### src/rtl/cle34_pkg.sv
// Shared constants and types for the CLE34 initiator-side sequencer.
// Symbol codes, qualifier idle levels, FSM and symbol-phase enums.
package cle34_pkg;

  localparam logic [3:0] SYM_SYNC = 4'b0010;
  localparam logic [3:0] SYM_D0   = 4'b1000;
  localparam logic [3:0] SYM_D1   = 4'b1010;
  localparam logic [3:0] SYM_END  = 4'b1001;
  localparam logic [3:0] SYM_RDQ  = 4'b0101;

  // Qualifier levels while no symbol is on the bus; a symbol drives the inverse.
  localparam logic SSER_N_IDLE = 1'b1;
  localparam logic BA13_IDLE   = 1'b1;
  localparam logic BA12_IDLE   = 1'b0;
  localparam logic BR_W_IDLE   = 1'b0;

  typedef enum logic [2:0] {
    IDLE,
    SYNC,
    DATA,
    PAR,
    END,
    RDQ
  } state_t;

  typedef enum logic [2:0] {
    PH_IDLE,
    PH_GAP,
    PH_SETUP,
    PH_STB,
    PH_HOLD
  } phase_t;

  function automatic logic [3:0] bit_sym(input logic b);
    return b ? SYM_D1 : SYM_D0;
  endfunction

endpackage

### src/rtl/cle34_sym_timer.sv
// Per-symbol bus timing: GAP idle clocks, 1 setup clock, STB_HI strobe clocks,
// 1 hold clock. sym_done marks the hold clock so the next symbol can follow.
module cle34_sym_timer
  import cle34_pkg::*;
#(
  parameter int STB_HI = 2,
  parameter int GAP    = 3
) (
  input  logic       clk,
  input  logic       rst_n,
  input  logic       start,
  input  logic [3:0] sym,
  output logic       sym_done,
  output logic       stb_fall,
  output logic       bus_sser_n,
  output logic       bus_ba13,
  output logic       bus_ba12,
  output logic [3:0] bus_ba,
  output logic       bus_br_w,
  output logic       bus_stb
);

  localparam int MAXC = (GAP > STB_HI) ? GAP : STB_HI;
  localparam int CW   = (MAXC > 1) ? $clog2(MAXC) : 1;

  phase_t        phase;
  logic [CW-1:0] cnt;

  assign sym_done = (phase == PH_HOLD);
  assign stb_fall = (phase == PH_STB) && (cnt == '0);

  // NOTE: sequential state uses non-blocking assignments so every flop sees
  // pre-edge values regardless of statement order.
  always_ff @(posedge clk) begin
    if (!rst_n) begin
      phase      <= PH_IDLE;
      cnt        <= '0;
      bus_sser_n <= SSER_N_IDLE;
      bus_ba13   <= BA13_IDLE;
      bus_ba12   <= BA12_IDLE;
      bus_ba     <= 4'b0000;
      bus_br_w   <= BR_W_IDLE;
      bus_stb    <= 1'b0;
    end else begin
      case (phase)
        PH_IDLE, PH_HOLD: begin
          bus_sser_n <= SSER_N_IDLE;
          bus_ba13   <= BA13_IDLE;
          bus_ba12   <= BA12_IDLE;
          bus_ba     <= 4'b0000;
          bus_br_w   <= BR_W_IDLE;
          bus_stb    <= 1'b0;
          if (start) begin
            phase <= PH_GAP;
            cnt   <= CW'(GAP - 1);
          end else begin
            phase <= PH_IDLE;
          end
        end
        PH_GAP: begin
          if (cnt == '0) begin
            // Symbol code is taken here, after the FSM has settled on it.
            phase      <= PH_SETUP;
            bus_sser_n <= ~SSER_N_IDLE;
            bus_ba13   <= ~BA13_IDLE;
            bus_ba12   <= ~BA12_IDLE;
            bus_br_w   <= ~BR_W_IDLE;
            bus_ba     <= sym;
          end else begin
            cnt <= cnt - CW'(1);
          end
        end
        PH_SETUP: begin
          phase   <= PH_STB;
          bus_stb <= 1'b1;
          cnt     <= CW'(STB_HI - 1);
        end
        PH_STB: begin
          if (cnt == '0) begin
            phase   <= PH_HOLD;
            bus_stb <= 1'b0;
          end else begin
            cnt <= cnt - CW'(1);
          end
        end
        default: phase <= PH_IDLE;
      endcase
    end
  end

endmodule

### src/rtl/cle34_seq_tx.sv
// CLE34 initiator sequencer: frames a parallel word as SYNC, data, END, RDQ
// symbols and reports the responder's SDRD acknowledge. Option: CLE34_TX_PARITY_EN.
module cle34_seq_tx
  import cle34_pkg::*;
#(
  parameter int DATA_W = 8,
  parameter int STB_HI = 2,
  parameter int GAP    = 3
) (
  input  logic              clk,
  input  logic              rst_n,
  input  logic              tx_valid,
  input  logic [DATA_W-1:0] tx_data,
  output logic              tx_ready,
  output logic              busy,
  output logic              bus_sser_n,
  output logic              bus_ba13,
  output logic              bus_ba12,
  output logic [3:0]        bus_ba,
  output logic              bus_br_w,
  output logic              bus_stb,
  input  logic              sdrd_in,
  output logic              done,
  output logic              ack_ok
);

  localparam int              CNT_W    = $clog2(DATA_W + 1);
  localparam logic [CNT_W-1:0] LAST_BIT = CNT_W'(DATA_W - 1);

  state_t            state, state_n;
  logic [DATA_W-1:0] sreg;
  logic [CNT_W-1:0]  bit_cnt;
  logic              sdrd_s1, sdrd_s2, rd_sample;
  logic              start, sym_done, stb_fall, accept;
  logic [3:0]        sym;
`ifdef CLE34_TX_PARITY_EN
  logic              par_bit;
`endif

  assign accept   = tx_valid && tx_ready;
  assign tx_ready = (state == IDLE) && !done;
  assign busy     = (state != IDLE);

  // NOTE: every always_comb output gets a default first so no path leaves it
  // unassigned, which would infer a latch.
  always_comb begin
    state_n = state;
    start   = 1'b0;
    sym     = SYM_SYNC;
    case (state)
      IDLE: begin
        if (accept) begin
          state_n = SYNC;
          start   = 1'b1;
        end
      end
      SYNC: begin
        if (sym_done) begin
          state_n = DATA;
          start   = 1'b1;
        end
      end
      DATA: begin
        sym = bit_sym(sreg[DATA_W-1]);
        if (sym_done) begin
          start = 1'b1;
          if (bit_cnt == LAST_BIT) begin
`ifdef CLE34_TX_PARITY_EN
            state_n = PAR;
`else
            state_n = END;
`endif
          end
        end
      end
`ifdef CLE34_TX_PARITY_EN
      PAR: begin
        sym = bit_sym(par_bit);
        if (sym_done) begin
          state_n = END;
          start   = 1'b1;
        end
      end
`endif
      END: begin
        sym = SYM_END;
        if (sym_done) begin
          state_n = RDQ;
          start   = 1'b1;
        end
      end
      RDQ: begin
        sym = SYM_RDQ;
        if (sym_done) state_n = IDLE;
      end
      default: state_n = IDLE;
    endcase
  end

  always_ff @(posedge clk) begin
    if (!rst_n) begin
      state     <= IDLE;
      sreg      <= '0;
      bit_cnt   <= '0;
      sdrd_s1   <= 1'b1;
      sdrd_s2   <= 1'b1;
      rd_sample <= 1'b1;
      done      <= 1'b0;
      ack_ok    <= 1'b0;
`ifdef CLE34_TX_PARITY_EN
      par_bit   <= 1'b0;
`endif
    end else begin
      state   <= state_n;
      sdrd_s1 <= sdrd_in;
      sdrd_s2 <= sdrd_s1;
      done    <= 1'b0;
      ack_ok  <= 1'b0;
      if (accept) begin
        sreg    <= tx_data;
        bit_cnt <= '0;
`ifdef CLE34_TX_PARITY_EN
        par_bit <= ^tx_data;
`endif
      end
      if (state == DATA && sym_done) begin
        sreg    <= sreg << 1;
        bit_cnt <= bit_cnt + CNT_W'(1);
      end
      // The responder drives SDRD while it sees the RDQ strobe; take it as the strobe drops.
      if (state == RDQ && stb_fall) rd_sample <= sdrd_s2;
      if (state == RDQ && sym_done) begin
        done   <= 1'b1;
        ack_ok <= ~rd_sample;
      end
    end
  end

  cle34_sym_timer #(
    .STB_HI(STB_HI),
    .GAP   (GAP)
  ) u_timer (
    .clk       (clk),
    .rst_n     (rst_n),
    .start     (start),
    .sym       (sym),
    .sym_done  (sym_done),
    .stb_fall  (stb_fall),
    .bus_sser_n(bus_sser_n),
    .bus_ba13  (bus_ba13),
    .bus_ba12  (bus_ba12),
    .bus_ba    (bus_ba),
    .bus_br_w  (bus_br_w),
    .bus_stb   (bus_stb)
  );

endmodule

### config.mk
export PLATFORM = sky130hd
export DESIGN_NAME = cle34_seq_tx
export DESIGN_NICKNAME = d
export VERILOG_FILES = /design/src/rtl/cle34_pkg.sv /design/src/rtl/cle34_sym_timer.sv /design/src/rtl/cle34_seq_tx.sv
export SDC_FILE = /design/constraint.sdc
export NUM_CORES = 1
export LEC_CHECK = 0
export BUFFER_PORTS_ARGS = -buffer_cell sky130_fd_sc_hd__buf_2
export CAP_MARGIN = 20
export CORE_MARGIN = 10
export CORE_UTILIZATION = 30
export CTS_BUF_LIST = sky130_fd_sc_hd__clkbuf_2 sky130_fd_sc_hd__clkbuf_4 sky130_fd_sc_hd__clkbuf_8
export CTS_CLUSTER_DIAMETER = 150
export CTS_CLUSTER_SIZE = 25
export DETAILED_ROUTE_END_ITERATION = 10
export MAX_ROUTING_LAYER = met4
export SLEW_MARGIN = 10
export SYNTH_ARGS = -nofsm -noshare
export SYNTH_HDL_FRONTEND = slang
export SYNTH_HIERARCHICAL = 1
export SYNTH_SLANG_ARGS = --single-unit
### constraint.sdc
create_clock -name clk -period 2 [get_ports clk]
set_input_delay 0.4 -clock clk [delete_from_list [all_inputs] [get_ports clk]]
set_output_delay 0.4 -clock clk [all_outputs]
set_load 0.01 [all_outputs]
==> results of run 1 <==
## flip-flops by register name (all words and copies together) (netlist names)
name and cells:
sreg 8, ack_ok 1, u_timer/cnt 2, sdrd_s2 1
u_timer/bus_ba 4, bit_cnt 4, u_timer/bus_br_w 1, u_timer/bus_ba13 1
u_timer/bus_stb 1, sdrd_s1 1, done 1, rd_sample 1
state 3, u_timer/phase 3
## routing by layer
layer | vias to the layer above | GRT usage [%] | wire, um
li1 | 639 | - | -
met1 | 545 | 9.78 | 1580
met2 | 26 | 11.4 | 1350
met3 | 6 | 3.99 | 200
met4 | 0 | 3.86 | 61
met5 | - | - | 0
## power breakdown
group          leakage (uW)  switching, uW  internal (uW)
Sequential         0.000261           97.9            739
Clock             0.0000479            244            293
Combinational      0.000432            420            363
## final cells by class
class / count / area share [%]
tap: 70 / 4.90
sequential: 32 / 35.8
timing repair buffer: 27 / 7.97
inverter: 6 / 1.26
clock inverter: 1 / 0.420
multi-input combinational: 122 / 44.6
clock buffer: 7 / 5.03
## synthesized netlist by cell type, drive strengths merged (3+ instances only)
cell	instances
nor2	11
nand2b	4
a21oi	14
nand3	6
nand4bb	3
a21boi	6
o21ai	12
buf	9
mux2i	11
nand2	20
nor2b	7
dfxtp	32
and2	3
inv	6
nor3b	4
clkbuf	3
## cell usage in the layout, fill, tap and decap left out, drive strengths merged, types with 3 or more instances in the layout
cell type	count
dfxtp	32
buf	27
nand2	20
a21oi	14
o21ai	12
nor2	11
mux2i	11
nor2b	7
clkbuf	7
inv	6
nand3	6
a21boi	6
nor3b	4
nand2b	4
and2	3
nand4bb	3
## kinds of logic (layout without fill, tap and decap cells)
| group | count (synthesis) | count (layout) | share of synthesized area (%) |
|---|---|---|---|
| simple gates | 66 | 66 | 24.9 |
| compound gates | 40 | 40 | 16.1 |
| flops | 32 | 32 | 41.4 |
| buf+inv | 18 | 41 | 7.11 |
| mux | 12 | 12 | 7.84 |
| fa+ha+maj | 2 | 2 | 1.62 |
| xor+xnor | 2 | 2 | 1.13 |
## worst max path at each step
| stage | start | to | slack [ns] | depth (start not counted) |
|---|---|---|---|---|
| floorplan | u_timer/phase[0] | bit_cnt[3] | 0.37 | 7 |
| global placement | u_timer/phase[1] | bit_cnt[3] | 0.36 | 6 |
| detailed placement | u_timer/phase[1] | bit_cnt[3] | 0.33 | 6 |
| CTS | state[1] | tx_ready | 0.19 | 4 |
| global route | u_timer/phase[1] | bit_cnt[3] | 0.06 | 6 |
| finish | state[1] | tx_ready | 0.21 | 4 |
## per-stage QoR
stage	util [%]	hold WS [ns]	power, uW
6_report	35.5	0.292	2160
2_1_floorplan	-	0.386	1480
5_1_grt	35.5	0.292	2340
3_3_place_gp	33.5	0.391	1640
4_1_cts	35.5	0.285	2200
3_5_place_dp	33.5	0.391	1650
## critical path, stage by stage (launching register included)
cell and delay, ns:
dfxtp_1 0.42, nor3_4 0.29, inv_1 0.15, nor2_1 0.10
buf_2 0.13
==> results.yml, run 1 <==
layout:
  drive_above_1_share_pct: 22.1
  regArea_um2: 641
  layout.cells.non_filler: 265
  multi_input_area_um2: 798
  num_antenna_cells: 0
  nets: 208
  fillCellCount: 535
  areaGrowthSynthToFinish_pct: 15.5
  stdcell_area_um2: 1790
timing:
  min_period_ns: 1.79
  rsz0062_at_grt: "no"
  report.final.slew_viol_count: 0
  max-slew-margin-rel_pct: 65.5
  hold_viol_final: 0
  fmax_ghz: 0.560
  fin_ws_ns: 0.213
  setup_viol: 0
  post-route-period-util_pct: 89.3
  worst_slew_pin_slew_ns: 0.518
  setup_tns_ns: 0
  finClkSkew_ns: 0.00633
setup_path:
  rrSetupSlack_ns: 0.34
  crit_required_ns: 1.60
  r2r_start: "u_timer/phase[1]"
  reg2reg_depth: 6
  worst-setup-path-type: "reg2out"
  r2r-end: "bit_cnt[3]"
  startpoint_type: "flop"
  worst-path-max-fanout: 9
  endpoint_kind: "output pin"
  arrival_ns: 1.39
synth:
  yosysWarnings: 6
  yosysTopAreaCell: "dfxtp_1"
  ys_seq_elements: 32
  synth-async-reset-ratio_pct: 0
  postSynthCellCount: 172
  synth_nets: 186
  synth_top_area_share_pct: 41.4
  synth_edf_count: 0
  syn_area_per_cell_um2: 9.01
  synth_flop_cell: "dfxtp_1"
  seq_area_frac_synth_pct: 41.4
  synth_area_um2: 1550
  synth_area_leaders: "dfxtp_1 41%, mux2i_1 7.1%, nand2_1 4.6%"
  ys_types: 40
floorplan:
  rows: 26
  die_h_um: 91.9
  die_area_um2: 8440
  coreArea_um2: 5040
  fp.dieW_um: 91.9
  start_util_pct: 30.7
  pin_count: 25
clocking:
  htreeDepth: 2
  cts.sinks: 32
  clk_latency_ns: 0.29
  postCtsSetupRepairBufs: 0
  tritoncts: "built"
  clk_transition_reported_paths_ns: 0.06
  cts_buffers: 5
  max-clock-path-buffers: 2
  cts_hold_buf: 0
  root_buffer: "clkbuf_8"
  postCtsResizedCells: 0
grt:
  grt_pass1_wl_mm: 5.53
  track_usage_pct: 8.24
  grt_overflow: 0
  grt_pass1_vias: 1218
  grt_max_degree: 35
  antenna_found_initial: 0
place:
  dp_cells: 257
  hpwl_mm: 2.27
  placed_cell_area_um2: 1690
  preCtsSetupSlack_ns: 0.328
  gp_congestion: 0.753
  place.port_buffers: 24
routing:
  num_vias: 1216
  wl_per_cell_um: 12.0
  drt-total-wl_mm: 3.19
  vias_per_cell: 4.59
  antenna_left: 0
  drtIter0Drc: 76
  drc: 0
  drt_first_pass_iters: 4
power_and_ir_drop:
  leakage_uw: 0.000741
  power.density_nw_per_um2: 1210
  vdd.ir_drop.worst_mv: 0.481
flow_run:
  maxCapViolations: 0
hold_path:
  holdCritStartpoint: "sdrd_in"
  hold_path_class: "in2reg"
  min_path_cells: 2
  hold_path_end: "sdrd_s1"
status:
  status: "finished, final reports clean"
(Power assumes the default switching activity.)
==> inputs of run 2 (changes only) <==
BUFFER_PORTS_ARGS = unset   (was -buffer_cell sky130_fd_sc_hd__buf_2)
DONT_BUFFER_PORTS = 1   (was unset)
TNS_END_PERCENT = 50   (was unset)
==> results.yml, run 2 (synthesized netlist as in run 1, its figures left out) <==
status:
  status: "finished, final reports clean"
power_and_ir_drop:
  power_uw: 2240
  vdd.ir_drop.worst_mv: 0.523
  leakage_uw: 0.000663
  power.density_nw_per_um2: 1310
setup_path:
  crit_cells: 3
  crit_required_ns: 1.60
  cp_slowest_stage_delay_ns: 0.43
  startpoint_type: "flop"
  crit_family: "simple AND/OR/NAND/NOR gates"
  cpMaxStageDelayCell: "dfxtp_1"
  crit_chain: "nor3_4 > inv_1 > nor2_1"
  worst-path-max-fanout: 9
  arrival_ns: 1.39
  crit_buf_inv: 1
  worst-setup-path-type: "reg2out"
  reg2reg_depth: 6
  endpoint_kind: "output pin"
timing:
  max-slew-margin-rel_pct: 70.1
  worst_slew_pin_slew_ns: 0.445
  setup_viol: 0
  fmax_ghz: 0.558
  rsz0062_at_grt: "no"
  min_period_ns: 1.79
  finClkSkew_ns: 0.00649
  report.final.slew_viol_count: 0
  setup_tns_ns: 0
  hold_viol_final: 0
  post-route-period-util_pct: 89.5
layout:
  nets: 186
  top_regs: "sreg x8, bit_cnt x4, u_timer/bus_ba x4"
  num_antenna_cells: 0
  fillCellCount: 548
  largest-register: "sreg"
  final_common_cell: "dfxtp_1"
  drive_above_1_share_pct: 12.1
  areaGrowthSynthToFinish_pct: 10.6
  multi_input_area_um2: 798
  final_cell_mix: "32 x dfxtp_1, 19 x nand2_1, 13 x a21oi_1"
  stdcell_area_um2: 1710
  largest_reg_flops: 8
  regArea_um2: 641
clocking:
  root_buffer: "clkbuf_8"
  postCtsResizedCells: 0
  cts_buffers: 5
  clk_transition_reported_paths_ns: 0.06
  clk_latency_ns: 0.29
  cts.sinks: 32
  max-clock-path-buffers: 2
  htreeDepth: 2
  tritoncts: "built"
  cts_hold_buf: 0
  postCtsSetupRepairBufs: 0
hold_path:
  hold_path_class: "in2reg"
  min_path_cells: 1
grt:
  grt_pass1_vias: 1077
  grt_overflow: 0
  grt_max_degree: 35
  grt_pass1_wl_mm: 5.33
  track_usage_pct: 8.12
  antenna_found_initial: 0
routing:
  drtIter0Drc: 55
  vias_per_cell: 4.72
  drt-total-wl_mm: 3.14
  wl_per_cell_um: 12.9
  drt_first_pass_iters: 4
  num_vias: 1146
  drc: 0
  antenna_left: 0
floorplan:
  start_util_pct: 30.7
  rows: 26
  fp.dieW_um: 91.9
  die_h_um: 91.9
  die_area_um2: 8440
  pin_count: 25
  coreArea_um2: 5040
place:
  placed_cell_area_um2: 1590
  hpwl_mm: 2.28
  place.port_buffers: 0
  gp_congestion: 0.773
flow_run:
  maxCapViolations: 0
run 2: final cells by class:
cell class,instances,share of cell area (%)
multi-input combinational,122,46.6
sequential,32,37.4
clock buffer,7,5.62
tap,70,5.11
timing repair buffer,5,2.19
clock inverter,1,1.75
inverter,6,1.31
run 2: final timing paths:
| kind | from | endpoint | slack (ns) |
|---|---|---|---|
| hold reg to reg | sdrd_s1 | sdrd_s2 | 0.41 |
| setup / recovery | state[1] | tx_ready | 0.21 |
| hold / removal | rst_n | rd_sample | 0.18 |
| setup reg to reg | u_timer/phase[1] | bit_cnt[3] | 0.33 |
run 2: where the power goes:
part	switching, uW	internal, uW	leakage (uW)
registers	115	739	0.000261
logic	377	327	0.000338
clock network	241	439	0.0000645
total	734	1510	0.000663
run 2: per-stage QoR:
step	cells	hold WS [ns]	setup WS [ns]	utilization, %
floorplan	172	0.386	0.367	-
global placement	235	0.392	0.430	31.5
detailed placement	235	0.397	0.344	31.5
CTS	243	0.171	0.184	34.0
global route	243	0.170	0.0810	34.0
finish	243	0.184	0.209	34.0
run 2: metal layers:
layer	track usage, %	wire [um]	vias up
met5	-	0	-
met4	3.47	43	0
met3	4.24	227	5
met2	11.1	1340	26
met1	9.68	1530	520
li1	-	-	595
